## src/rtl/bcd_scoreboard_pkg.sv

```systemverilog
// Shared types and helpers for the BCD match scoreboard: FSM states,
// active-low 7-segment patterns (bit order {g,f,e,d,c,b,a}) and BCD conversion.
package scoreboard_pkg;

  typedef enum logic {PLAY = 1'b0, OVER = 1'b1} state_t;

  localparam logic [6:0] SEG_BLANK = 7'b1111111;
  localparam logic [6:0] SEG_0     = 7'b1000000;
  localparam logic [6:0] SEG_1     = 7'b1111001;
  localparam logic [6:0] SEG_2     = 7'b0100100;
  localparam logic [6:0] SEG_3     = 7'b0110000;
  localparam logic [6:0] SEG_4     = 7'b0011001;
  localparam logic [6:0] SEG_5     = 7'b0010010;
  localparam logic [6:0] SEG_6     = 7'b0000010;
  localparam logic [6:0] SEG_7     = 7'b1111000;
  localparam logic [6:0] SEG_8     = 7'b0000000;
  localparam logic [6:0] SEG_9     = 7'b0010000;

  // Non-BCD codes cannot occur in a score; they fall back to "0".
  function automatic logic [6:0] bcd_to_seg(input logic [3:0] digit);
    logic [6:0] seg;
    case (digit)
      4'd0:    seg = SEG_0;
      4'd1:    seg = SEG_1;
      4'd2:    seg = SEG_2;
      4'd3:    seg = SEG_3;
      4'd4:    seg = SEG_4;
      4'd5:    seg = SEG_5;
      4'd6:    seg = SEG_6;
      4'd7:    seg = SEG_7;
      4'd8:    seg = SEG_8;
      4'd9:    seg = SEG_9;
      default: seg = SEG_0;
    endcase
    return seg;
  endfunction

  function automatic logic [15:0] dec_to_bcd(input int unsigned value);
    logic [15:0] bcd;
    int unsigned rest;
    bcd  = '0;
    rest = value;
    for (int d = 0; d < 4; d++) begin
      bcd[d*4 +: 4] = 4'(rest % 10);
      rest = rest / 10;
    end
    return bcd;
  endfunction

endpackage

```

## src/rtl/bcd_scoreboard_if.sv

```systemverilog
// Bus bundle for bcd_scoreboard: match controls in, scores, segments and
// match status out. master drives the controls, slave is the scoreboard.
interface bcd_scoreboard_if #(
  parameter int NUM_PLAYERS = 2,
  parameter int NUM_DIGITS  = 2
);
  localparam int WID_W = (NUM_PLAYERS > 1) ? $clog2(NUM_PLAYERS) : 1;

  logic                                enable;
  logic                                score_clr;
  logic [NUM_PLAYERS-1:0]              point_req;
  logic [NUM_PLAYERS*NUM_DIGITS*4-1:0] scores_bcd;
  logic [NUM_PLAYERS*NUM_DIGITS*7-1:0] seg_n;
  logic                                match_over;
  logic [WID_W-1:0]                    winner_id;

  modport master (
    output enable, score_clr, point_req,
    input  scores_bcd, seg_n, match_over, winner_id
  );

  modport slave (
    input  enable, score_clr, point_req,
    output scores_bcd, seg_n, match_over, winner_id
  );
endinterface

```

## src/rtl/bcd_scoreboard_bcd_digit_cnt.sv

```systemverilog
// One BCD digit of a score counter. digit_next is exposed so the parent can
// compare the upcoming score in the same cycle it is registered.
module bcd_digit_cnt (
  input  logic       clk,
  input  logic       clear_b,
  input  logic       clr,
  input  logic       inc_in,
  output logic [3:0] digit,
  output logic [3:0] digit_next,
  output logic       carry_out
);

  always_comb begin
    digit_next = digit;
    if (clr) begin
      digit_next = 4'd0;
    end else if (inc_in) begin
      digit_next = (digit == 4'd9) ? 4'd0 : digit + 4'd1;
    end
  end

  assign carry_out = inc_in & (digit == 4'd9);

  always_ff @(posedge clk) begin
    if (!clear_b) begin
      digit <= 4'd0;
    end else begin
      digit <= digit_next;
    end
  end

endmodule

```

## src/rtl/bcd_scoreboard.sv

```systemverilog
// Multi-player BCD match scoreboard with first-to-WIN_SCORE detection and
// active-low 7-segment drive. Define SCORE_BLANK_EN for leading-zero blanking.
module bcd_scoreboard
  import scoreboard_pkg::*;
#(
  parameter int NUM_PLAYERS = 2,
  parameter int NUM_DIGITS  = 2,
  parameter int WIN_SCORE   = 10
) (
  input logic              clk,
  input logic              clear_b,
  bcd_scoreboard_if.slave  bus
);

  localparam int NUM_CELLS = NUM_PLAYERS * NUM_DIGITS;
  localparam int SCORE_W   = NUM_DIGITS * 4;
  localparam int WID_W     = (NUM_PLAYERS > 1) ? $clog2(NUM_PLAYERS) : 1;
  localparam logic [15:0]        WIN_BCD_ALL = dec_to_bcd(WIN_SCORE);
  localparam logic [SCORE_W-1:0] WIN_BCD     = WIN_BCD_ALL[SCORE_W-1:0];

  if (NUM_PLAYERS < 1 || NUM_PLAYERS > 8 || NUM_DIGITS < 1 || NUM_DIGITS > 4) begin : g_bad_size
    $error("bcd_scoreboard: NUM_PLAYERS must be 1..8 and NUM_DIGITS 1..4");
  end
  if (WIN_SCORE < 0 || WIN_SCORE >= 10**NUM_DIGITS) begin : g_bad_win
    $error("bcd_scoreboard: WIN_SCORE does not fit in NUM_DIGITS digits");
  end

  state_t                 state, state_next;
  logic [WID_W-1:0]       winner, winner_next;
  logic [NUM_PLAYERS-1:0] prev, hit, inc_en;
  wire  [NUM_CELLS*4-1:0] score_q, score_d;
  wire  [NUM_CELLS*7-1:0] seg_all;
  wire  [NUM_CELLS-1:0]   carry, inc_chain;
  wire  [NUM_PLAYERS-1:0] unused_wrap;

  // History resets to all ones so a button held through reset is not a new press.
  always_ff @(posedge clk) begin
    if (!clear_b) begin
      prev <= '1;
    end else begin
      prev <= bus.point_req;
    end
  end

  assign hit    = bus.point_req & ~prev;
  assign inc_en = (state == PLAY && bus.enable) ? hit : '0;

  for (genvar p = 0; p < NUM_PLAYERS; p++) begin : g_player
    for (genvar d = 0; d < NUM_DIGITS; d++) begin : g_digit
      localparam int IDX = p*NUM_DIGITS + d;
      wire [6:0] digit_seg;

      if (d == 0) begin : g_lsd
        assign inc_chain[IDX] = inc_en[p];
      end else begin : g_upper
        assign inc_chain[IDX] = carry[IDX-1];
      end

      bcd_digit_cnt u_digit (
        .clk        (clk),
        .clear_b    (clear_b),
        .clr        (bus.score_clr),
        .inc_in     (inc_chain[IDX]),
        .digit      (score_q[IDX*4 +: 4]),
        .digit_next (score_d[IDX*4 +: 4]),
        .carry_out  (carry[IDX])
      );

      assign digit_seg = bcd_to_seg(score_q[IDX*4 +: 4]);

`ifdef SCORE_BLANK_EN
      if (d > 0) begin : g_blank
        assign seg_all[IDX*7 +: 7] =
          (score_q[(p+1)*SCORE_W-1 : IDX*4] == '0) ? SEG_BLANK : digit_seg;
      end else begin : g_keep
        assign seg_all[IDX*7 +: 7] = digit_seg;
      end
`else
      assign seg_all[IDX*7 +: 7] = digit_seg;
`endif
    end

    // All-9s wraps silently; the top carry goes nowhere.
    assign unused_wrap[p] = carry[p*NUM_DIGITS + NUM_DIGITS - 1];
  end

  always_ff @(posedge clk) begin
    if (!clear_b) begin
      state  <= PLAY;
      winner <= '0;
    end else begin
      state  <= state_next;
      winner <= winner_next;
    end
  end

  // Scan from the top index down so the lowest matching player wins a tie.
  always_comb begin
    state_next  = state;
    winner_next = winner;
    if (bus.score_clr) begin
      state_next  = PLAY;
      winner_next = '0;
    end else if (state == PLAY && WIN_SCORE != 0) begin
      for (int p = NUM_PLAYERS-1; p >= 0; p--) begin
        if (score_d[p*SCORE_W +: SCORE_W] == WIN_BCD) begin
          state_next  = OVER;
          winner_next = WID_W'(p);
        end
      end
    end
  end

  assign bus.scores_bcd = score_q;
  assign bus.seg_n      = seg_all;
  assign bus.match_over = (state == OVER);
  assign bus.winner_id  = winner;

endmodule

```

## src/flat_wrapper.sv

```systemverilog
// flat-port wrapper written by rule: the top's interface ports become plain ports
module bcd_scoreboard_flat import scoreboard_pkg::*;
#(
  parameter int NUM_PLAYERS = 2,
  parameter int NUM_DIGITS  = 2,
  parameter int WIN_SCORE   = 10
)
  (clk, clear_b, bus_enable, bus_score_clr, bus_point_req, bus_scores_bcd, bus_seg_n, bus_match_over, bus_winner_id);
  bcd_scoreboard_if #(.NUM_PLAYERS(NUM_PLAYERS), .NUM_DIGITS(NUM_DIGITS)) bus_i ();
  input logic clk;
  input logic clear_b;
  input wire logic [$bits(bus_i.enable)-1:0] bus_enable;
  input wire logic [$bits(bus_i.score_clr)-1:0] bus_score_clr;
  input wire logic [$bits(bus_i.point_req)-1:0] bus_point_req;
  output wire logic [$bits(bus_i.scores_bcd)-1:0] bus_scores_bcd;
  output wire logic [$bits(bus_i.seg_n)-1:0] bus_seg_n;
  output wire logic [$bits(bus_i.match_over)-1:0] bus_match_over;
  output wire logic [$bits(bus_i.winner_id)-1:0] bus_winner_id;
  assign bus_i.enable = bus_enable;
  assign bus_i.score_clr = bus_score_clr;
  assign bus_i.point_req = bus_point_req;
  assign bus_scores_bcd = bus_i.scores_bcd;
  assign bus_seg_n = bus_i.seg_n;
  assign bus_match_over = bus_i.match_over;
  assign bus_winner_id = bus_i.winner_id;
  bcd_scoreboard #(.NUM_PLAYERS(NUM_PLAYERS), .NUM_DIGITS(NUM_DIGITS), .WIN_SCORE(WIN_SCORE)) u_core (.clk(clk), .clear_b(clear_b), .bus(bus_i));
endmodule
```

## config.mk

```make
export PLATFORM = sky130hd
export DESIGN_NAME = bcd_scoreboard_flat
export DESIGN_NICKNAME = d
export VERILOG_FILES = /design/src/rtl/bcd_scoreboard_pkg.sv /design/src/rtl/bcd_scoreboard_if.sv /design/src/rtl/bcd_scoreboard_bcd_digit_cnt.sv /design/src/rtl/bcd_scoreboard.sv /design/src/flat_wrapper.sv
export SDC_FILE = /design/constraint.sdc
export NUM_CORES = 1
export LEC_CHECK = 0
export ABC_AREA = 1
export BUFFER_PORTS_ARGS = -buffer_cell sky130_fd_sc_hd__buf_2
export CELL_PAD_IN_SITES_DETAIL_PLACEMENT = 0
export CELL_PAD_IN_SITES_GLOBAL_PLACEMENT = 1
export CORE_ASPECT_RATIO = 1.75
export CORE_MARGIN = 8
export CORE_UTILIZATION = 36
export DETAILED_ROUTE_END_ITERATION = 10
export GPL_TIMING_DRIVEN = 0
export PLACE_DENSITY = 0.85
export SYNTH_ARGS = -nofsm -noshare
export SYNTH_HDL_FRONTEND = slang
export SYNTH_SLANG_ARGS = --single-unit
```

## constraint.sdc

```tcl
create_clock -name clk -period 1.8 [get_ports clk]
set_input_delay 0.18 -clock clk [delete_from_list [all_inputs] [get_ports clk]]
set_output_delay 0.18 -clock clk [all_outputs]
set_load 0.01 [all_outputs]
```

==> summary.md <==
| Metric | Value |
|---|---|
| Worst Path Required | `2.03 ns` |
| First-pass GRT wire length | `10.5 mm` |
| Worst-Skew Late Latency | `0.29 ns` |
| Rows | `41` |
| Failing checks | `negative setup slack` |
| PD cells | `604 mW/mm²` |
| Mapped Avg Cell Area | `8.01 µm²` |
| Max_cap viols | `0` |
| Die area | `0.0105 mm²` |
| Reg2reg setup slack | `-0.03 ns` |
| Arr. time, crit path | `2.06 ns` |
| Die width | `80.8 µm` |
| Initial antenna violation count | `0` |
| Status | `finished, violations left` |
| DR vias | `2423` |
| RSZ-0062 raised after global routing | `yes` |
| Num CTS Buffers | `5` |
| Post-detailed-route wirelength per cell | `12.8 µm` |
| Starting Density | `0.368` |
| GRT Total Usage | `0.126` |
| CTS Buffer Depth | `2` |
| PortBufs | `51` |
| Total wire length | `6.52 mm` |
| Cell Area, Placed | `0.00306 mm²` |
| Crit start category | `register` |
| P&R area growth vs syn | `41.5%` |
| H-tree level count | `2` |
| Period utilization | `1.02` |
| Hold Path Class | `in -> reg` |
| Die Span Y | `129 µm` |
| Min Tclk post-route | `1.83 ns` |
| 1st-iter DRT viols | `69` |
| Worst slew pin tran | `0.401 ns` |
| Cell area after layout | `0.00374 mm²` |
| Max Slew Vio Count | `0` |
| Clock sink count | `48` |
| Layout net count | `457` |
| Delay of the slowest cell on the worst path | `0.35 ns` |
| Yosys cell types | `31` |
| Worst setup margin | `-0.0301 ns` |
| Ant diodes | `0` |
| Max_slew headroom | `0.732` |
| CTS clock-pin slew for the worst setup and hold paths | `0.06 ns` |
| Largest net degree at the start of global routing | `15` |
| RD Place Congestion | `0.855` |
| DRC Markers | `0` |
| Max IR drop VDD | `416 µV` |
| Final hold violations | `0` |
| Clock skew | `0.00405 ns` |
| Post-Syn Instances | `330` |
| Post-DP HPWL | `4.71 mm` |
| Crit. End Element | `register` |
| Mapped cell area | `0.00264 mm²` |
| Leak Pwr | `1.91 nW` |
| CORE AREA | `0.00718 mm²` |
| Grt ovf | `0` |
| WS Path Type | `reg -> reg` |
| Final ANT Viol Nets | `0` |
| Final Power | `2.26 mW` |
| Syn_nets | `364` |
| Placed Instances | `467` |
| Ys Warns | `0` |
| Layout cells sized above 1 | `0.481` |
| #FFs+latches synth | `48` |
| DR vias/cell | `4.75` |
| CP Max Fanout | `6` |
| First-pass DRT Iterations | `4` |
| Slowest CP cell | `dfxtp_4` |
| CTS root buffer | `clkbuf_16` |
| Finish-stage setup viols | `3` |
| Vias in the first global route | `2460` |
| Post-synthesis sequential area ratio | `0.363` |
| CTS tree | `built` |
| Final cell count without fillers | `510` |
| Max Fclk | `546 MHz` |
| Ports | `52` |
| Worst path cell trace | `inv_2 -> ha_4 -> nand2_4 -> nor2_4 -> o21ai_1 -> o211ai_1 -> or2_1 -> buf_6 -> ha_4 -> or2_1 -> a21oi_1` |
## report_power, final
part,switching (mW),internal (mW),leakage [nW]
Sequential,0.00306,1.07,0.393
Clock,0.387,0.675,0.0883
Combinational,0.0791,0.0473,1.43
Total,0.470,1.79,1.91
## cells in the mapped netlist (all sizes together)
| cell | count | area share |
|---|---|---|
| nand3 | 33 | 0.084 |
| o21a | 3 | 0.0085 |
| and3 | 4 | 0.0095 |
| nor2 | 41 | 0.10 |
| nand3b | 2 | 0.0057 |
| nor4 | 2 | 0.0071 |
| buf | 3 | 0.0066 |
| o21ai | 16 | 0.030 |
| dfxtp | 48 | 0.36 |
| a21oi | 12 | 0.023 |
| nor3 | 2 | 0.0038 |
| or2 | 8 | 0.019 |
| nand4 | 4 | 0.0095 |
| nand2 | 76 | 0.13 |
| inv | 47 | 0.068 |
| ha | 28 | 0.13 |
| o211ai | 1 | 0.0028 |
## cell usage in the layout, fill, tap and decap left out, drive strengths merged
cell type	instances
clkbuf	8
buf	89
a21oi	12
nand3b	2
ha	28
o211ai	1
and3	4
nor2	41
nor3	2
o21a	3
nand3	33
dfxtp	48
o21ai	16
or2	8
nand4	4
inv	47
nor4	2
nand2	76
## worst paths after layout
path / endpoint / from / depth (start not counted)
worst max-delay path: u_core.g_player[0].g_digit[0].digit_seg[5] / u_core.g_player[0].g_digit[0].u_digit.digit[1] / 11
worst min-delay path: u_core.prev[1] / bus_point_req[1] / 3
worst max register to register: u_core.g_player[0].g_digit[0].digit_seg[5] / u_core.g_player[0].g_digit[0].u_digit.digit[1] / 11
worst min register to register: u_core.bus.winner_id / u_core.bus.winner_id / 2
## sequential cells by signal, indices dropped and copies added (netlist names)
register and count:
u_core.prev 2, u_core.g_player.g_digit.u_digit.digit 16, u_core.bus.winner_id 1, u_core.g_player.g_digit.digit_seg 28
u_core.bus.match_over 1
## worst max-delay path, delay by kind of cell (launching register included)
family,cells,cell delay (ns)
and+or+nand+nor,4,0.59
DFF,1,0.35
buffers and inverters,2,0.19
adders and majority gates,2,0.29
AOI/OAI and AO/OA,3,0.35
## per-stage QoR
step           hold WS (ns)  TNS, ns  worst slack (ns)   util
4_1_cts              0.0947   -0.102           -0.0244  0.490
6_report              0.101  -0.0498           -0.0301  0.521
3_3_place_gp          0.385    -2.27            -0.148  0.426
3_5_place_dp          0.395    -3.08            -0.213  0.426
2_1_floorplan         0.249        0           0.00124      -
5_1_grt               0.114    -1.39            -0.129  0.521
## cell type report
class,count,area [µm²]
tap,86,108
sequential,48,980
inverter,47,189
timing repair buffer,86,522
fill,700,3440
clock buffer,8,178
multi-input combinational,232,1740
buffer,3,23.8
## routing by layer
metal,GRT usage,vias up,wire length (µm)
li1,-,1232,-
met1,0.111,1137,2180
met2,0.245,45,3800
met3,0.0326,9,406
met4,0.0688,0,137
met5,0,-,0
## kinds of logic (layout without fill, tap and decap cells)
group                    after synthesis  after routing  synth area share
AO/OA/AOI/OAI                         32             32            0.0644
adder cells (fa/ha/maj)               28             28             0.133
buffers and inverters                 50            144            0.0743
flip-flops                            48             48             0.363
AND/OR/NAND/NOR                      172            172             0.365
## repair_timing
action                                  CTS  global route
buffers inserted                         23            12
hold buffers                              0             0
pin swaps                                19            18
endpoints found under the setup margin   24            25
resized for setup                        35            36
(Power assumes the default switching activity.)
